## config.mk

```make
export PLATFORM = sky130hd
export DESIGN_NAME = ram_sync_burst_ctrl
export DESIGN_NICKNAME = d
export VERILOG_FILES = /design/src/rtl/ram_sync_burst_ctrl.sv
export SDC_FILE = /design/constraint.sdc
export NUM_CORES = 1
export LEC_CHECK = 0
export BUFFER_PORTS_ARGS = -buffer_cell sky130_fd_sc_hd__buf_2
export CELL_PAD_IN_SITES_DETAIL_PLACEMENT = 0
export CELL_PAD_IN_SITES_GLOBAL_PLACEMENT = 1
export CORE_AREA = 5 5 82 84
export CTS_CLUSTER_DIAMETER = 30
export DETAILED_ROUTE_END_ITERATION = 8
export DIE_AREA = 0 0 87 89
export PLACE_DENSITY_LB_ADDON = 0.1
export RECOVER_POWER = 25
export SLEW_MARGIN = 5
export SYNTH_ARGS = -nofsm -noshare
export SYNTH_HDL_FRONTEND = slang
export SYNTH_SLANG_ARGS = --single-unit
export TNS_END_PERCENT = 1
```

## constraint.sdc

```tcl
create_clock -name clock -period 1.48 [get_ports clock]
set_clock_uncertainty 0.1 [all_clocks]
set_input_delay 0.296 -clock clock [delete_from_list [all_inputs] [get_ports clock]]
set_output_delay 0.296 -clock clock [all_outputs]
set_load 0.005 [all_outputs]
```

## src/rtl/ram_sync_burst_ctrl.sv

```systemverilog
// Command-driven controller in front of a single-port synchronous-read RAM.
// Accepts single-word writes and wrapping read bursts streamed on a valid/ready port.
module ram_sync_burst_ctrl #(
    parameter int AWIDTH = 3,
    parameter int DWIDTH = 32
) (
    input  logic              clock,
    input  logic              reset,
    input  logic              cmd_valid,
    output logic              cmd_ready,
    input  logic              cmd_write,
    input  logic [AWIDTH-1:0] cmd_addr,
    input  logic [AWIDTH:0]   cmd_len,
    input  logic [DWIDTH-1:0] cmd_wdata,
    output logic              out_valid,
    input  logic              out_ready,
    output logic [DWIDTH-1:0] out_data,
    output logic              out_last,
    output logic              busy,
    output logic [AWIDTH-1:0] ram_addr,
    output logic [DWIDTH-1:0] ram_din,
    output logic              ram_we,
    input  logic [DWIDTH-1:0] ram_dout
);

    typedef enum logic {
        IDLE,
        STREAM
    } state_t;

    localparam logic [AWIDTH:0] LEN_ONE = (AWIDTH + 1)'(1);

    state_t            state, state_next;
    logic [AWIDTH-1:0] ptr, ptr_next;
    logic [AWIDTH:0]   remaining, remaining_next;
    logic              cmd_fire;
    logic              out_fire;

    assign cmd_fire = cmd_valid && cmd_ready;
    assign out_fire = out_valid && out_ready;

    // NOTE: state registers use non-blocking assignments so every flop samples pre-edge values.
    always_ff @(posedge clock) begin
        if (reset) begin
            state     <= IDLE;
            ptr       <= '0;
            remaining <= '0;
        end else begin
            state     <= state_next;
            ptr       <= ptr_next;
            remaining <= remaining_next;
        end
    end

    // NOTE: every combinational output gets a default first, so no path can infer a latch.
    always_comb begin
        state_next     = state;
        ptr_next       = ptr;
        remaining_next = remaining;
        case (state)
            IDLE: begin
                if (cmd_fire && !cmd_write && cmd_len != '0) begin
                    state_next     = STREAM;
                    ptr_next       = cmd_addr;
                    remaining_next = cmd_len;
                end
            end
            STREAM: begin
                if (out_fire) begin
                    ptr_next       = ptr + 1'b1;
                    remaining_next = remaining - LEN_ONE;
                    if (remaining == LEN_ONE) begin
                        state_next = IDLE;
                    end
                end
            end
            default: state_next = IDLE;
        endcase
    end

    // The RAM address runs one word ahead on fire, so the next word is ready without a bubble.
    always_comb begin
        cmd_ready = 1'b0;
        out_valid = 1'b0;
        out_last  = 1'b0;
        busy      = 1'b0;
        ram_we    = 1'b0;
        ram_addr  = cmd_addr;
        ram_din   = cmd_wdata;
        if (!reset) begin
            case (state)
                IDLE: begin
                    cmd_ready = 1'b1;
                    ram_we    = cmd_valid && cmd_write;
                end
                STREAM: begin
                    out_valid = 1'b1;
                    busy      = 1'b1;
                    out_last  = (remaining == LEN_ONE);
                    ram_addr  = out_ready ? ptr + 1'b1 : ptr;
                end
                default: ;
            endcase
        end
    end

    assign out_data = ram_dout;

endmodule

```

==> out/qor.txt <==
total number of vias - 670
final RePlAce weighted congestion - 0.721
area of the core - 5850 µm²
area grow syn2layout - -15.7%
RSZ-0062 raised after global routing - true
H-tree levels - 1
Slew HR - 77.4%
Place WS - -0.171 ns
Pre-antenna DRT Iters - 4
fin nets - 184
hpwl dp - 1990 µm
critical path startpoint category - flop
WL/cell - 13.6 µm
Worst Setup End Kind - primary output
status - complete, but fails checks
Die Wd - 87 µm
die area - 7740 µm²
largest net degree at the start of global routing - 11
CTS tree - done
Vias/cell - 3.76
CP max FO - 2
failing checks - setup timing
share of cells above drive strength 1 - 45.6%
CTS Buffer Depth - 2
post-synthesis sequential area ratio - 14.7%
Slew Limit Fails - 0
Placement Cell Area - 812 µm²
setup slack after layout - -0.0470 ns
measured slew at the worst slew-check pin - 0.337 ns
final instance area - 917 µm²
vias in the first global route - 715
grt ovf - 0
antenna violations before repair - 0
Critical Path AT - 1.13 ns
period utilization - 103%
Final Total Pwr - 0.725 mW
Mapped Area - 1090 µm²
post-route antenna net violation count - 0
Cell Pwr Density - 791 nW/µm²
Sink Count - 8
# DRC - 0
GR Util All Layers - 6.21%
maxcap violations - 0
maximum VDD drop - 161 µV
first-pass GRT wire length - 3680 µm
number of diodes - 0
Initial Utilization - 18.6%
Max Clk Rate - 655 MHz
# setup viols final - 3
Net Count, Synth - 221
hold_buf cts - 0
Num CTS Buffers - 3
FP Rows - 28
Syn Inst Count - 142
WL final - 2410 µm
leakage power - 0.378 nW
worst hold path depth - 2
worst min-delay path category - primary input to flop
reg2reg path depth - 5
I/O pins - 148
Ys Warns - 0
Fillers - 674
min Tclk post-route - 1.53 ns
Setup CP Type - flop to primary output
Synth cell types - 28
CP required - 1.08 ns
final hold violation count - 0
#FFs+latches synth - 8
PortBufs - 19
Avg Inst Size Synth - 7.67 µm²
Clock transition at path regs - 0.04 ns
Iter 0 DRT Violations - 21
Die Y-Extent - 89 µm
Clock Latency Late Sink - 0.22 ns
Root Driver - clkbuf_8
## routing by layer
layer	part of all wire [%]	GRT usage, %	vias to the layer above
li1	-	-	325
met1	41	7.01	277
met2	40	8.07	48
met3	14	3.69	20
met4	4.8	5.52	0
met5	0	0	-
## state kept, by name (all words and copies together) (netlist names)
register and flops:
ptr 3, remaining 4, state 1
## critical path: stages (launching register included)
cell and delay [ns]:
dfxtp_2 0.35, ha_4 0.14, nand2_2 0.05, xor2_1 0.14, o21ai_1 0.11, buf_2 0.12
## metrics by stage
step / hold WS (ns) / TNS [ns] / utilization, % / instances
floorplan: 0.357 / 0 / - / 142
global placement: 0.406 / -1.15 / 13.9 / 173
detailed placement: 0.395 / -0.900 / 13.9 / 173
CTS: 0.218 / -0.135 / 15.2 / 176
global route: 0.228 / -0.339 / 15.7 / 178
finish: 0.209 / -0.0880 / 15.7 / 178
## synthesized netlist by cell type
| cell | n | area, µm² |
|---|---|---|
| buf_4 | 67 | 503 |
| nand2_1 | 13 | 48.8 |
| dfxtp_1 | 8 | 160 |
| o21ai_0 | 7 | 35.0 |
| nor2_1 | 6 | 22.5 |
| inv_1 | 5 | 18.8 |
| a21oi_1 | 4 | 20.0 |
| ha_1 | 3 | 37.5 |
| nand2b_1 | 3 | 18.8 |
| o22ai_1 | 3 | 18.8 |
| a21oi_2 | 2 | 17.5 |
| clkbuf_1 | 2 | 7.51 |
| mux2i_1 | 2 | 20.0 |
| nor2b_1 | 2 | 12.5 |
| o31a_1 | 2 | 17.5 |
| a211oi_1 | 1 | 7.51 |
| a311oi_1 | 1 | 8.76 |
| a31o_2 | 1 | 8.76 |
| and3_1 | 1 | 6.26 |
| mux2_2 | 1 | 11.3 |
| nor4_1 | 1 | 6.26 |
| nor4_4 | 1 | 21.3 |
| o211ai_1 | 1 | 7.51 |
| o31ai_4 | 1 | 21.3 |
| or2_2 | 1 | 6.26 |
| or2b_1 | 1 | 7.51 |
| xnor2_1 | 1 | 8.76 |
| xor2_1 | 1 | 8.76 |
## placed cells by master, fill, tap and decap left out, types with 2 or more instances in the layout
| cell | n |
|---|---|
| o22ai_1 | 3 |
| buf_4 | 7 |
| a21oi_2 | 2 |
| ha_1 | 2 |
| nor2_1 | 6 |
| nand2_1 | 11 |
| nand2_2 | 2 |
| buf_2 | 19 |
| dfxtp_1 | 3 |
| mux2i_1 | 2 |
| nor2b_1 | 2 |
| a21oi_1 | 4 |
| o21ai_1 | 2 |
| o31a_1 | 2 |
| dfxtp_2 | 4 |
| o21ai_0 | 5 |
| clkbuf_8 | 3 |
| inv_1 | 5 |
## power breakdown
group	total [mW]	internal (mW)	switching, mW
combinational	0.204	0.105	0.0996
clock	0.261	0.176	0.0850
sequential	0.259	0.236	0.0238
## cells by family (layout without fill, tap and decap cells)
logic type	after synthesis	after routing	share of synthesized area [%]
XOR/XNOR	2	2	1.61
multiplexers	3	3	2.87
AND/OR/NAND/NOR	29	29	13.8
buffers and inverters	74	35	48.6
flip-flops	8	8	14.7
adder cells (fa/ha/maj)	3	3	3.45
AO/OA/AOI/OAI	23	23	14.9
## what timing repair did
action                     4_1_cts  5_1_grt
buffers inserted                 0        2
setup endpoints to repair        9        8
pin swaps                        1        1
gates resized for setup         14        1
## cell type report
type	count	area (µm²)	share of cell area, %
multi-input combinational	60	427	46.5
sequential	8	169	18.4
timing repair buffer	27	168	18.3
tap	75	93.8	10.2
clock buffer	3	41.3	4.50
inverter	5	18.8	2.05
## path summary, 6_finish.rpt
check | startpoint | endpoint | slack (ns)
max | ptr[1]$_SDFFE_PP0P_ | ram_addr[2] | -0.05
min | reset | state$_SDFF_PP0_ | 0.21
max reg2reg | state$_SDFF_PP0_ | ptr[1]$_SDFFE_PP0P_ | 0.18
min reg2reg | remaining[1]$_SDFFE_PP0P_ | remaining[1]$_SDFFE_PP0P_ | 0.39
Note: power is estimated with default switching activity, not from simulation.
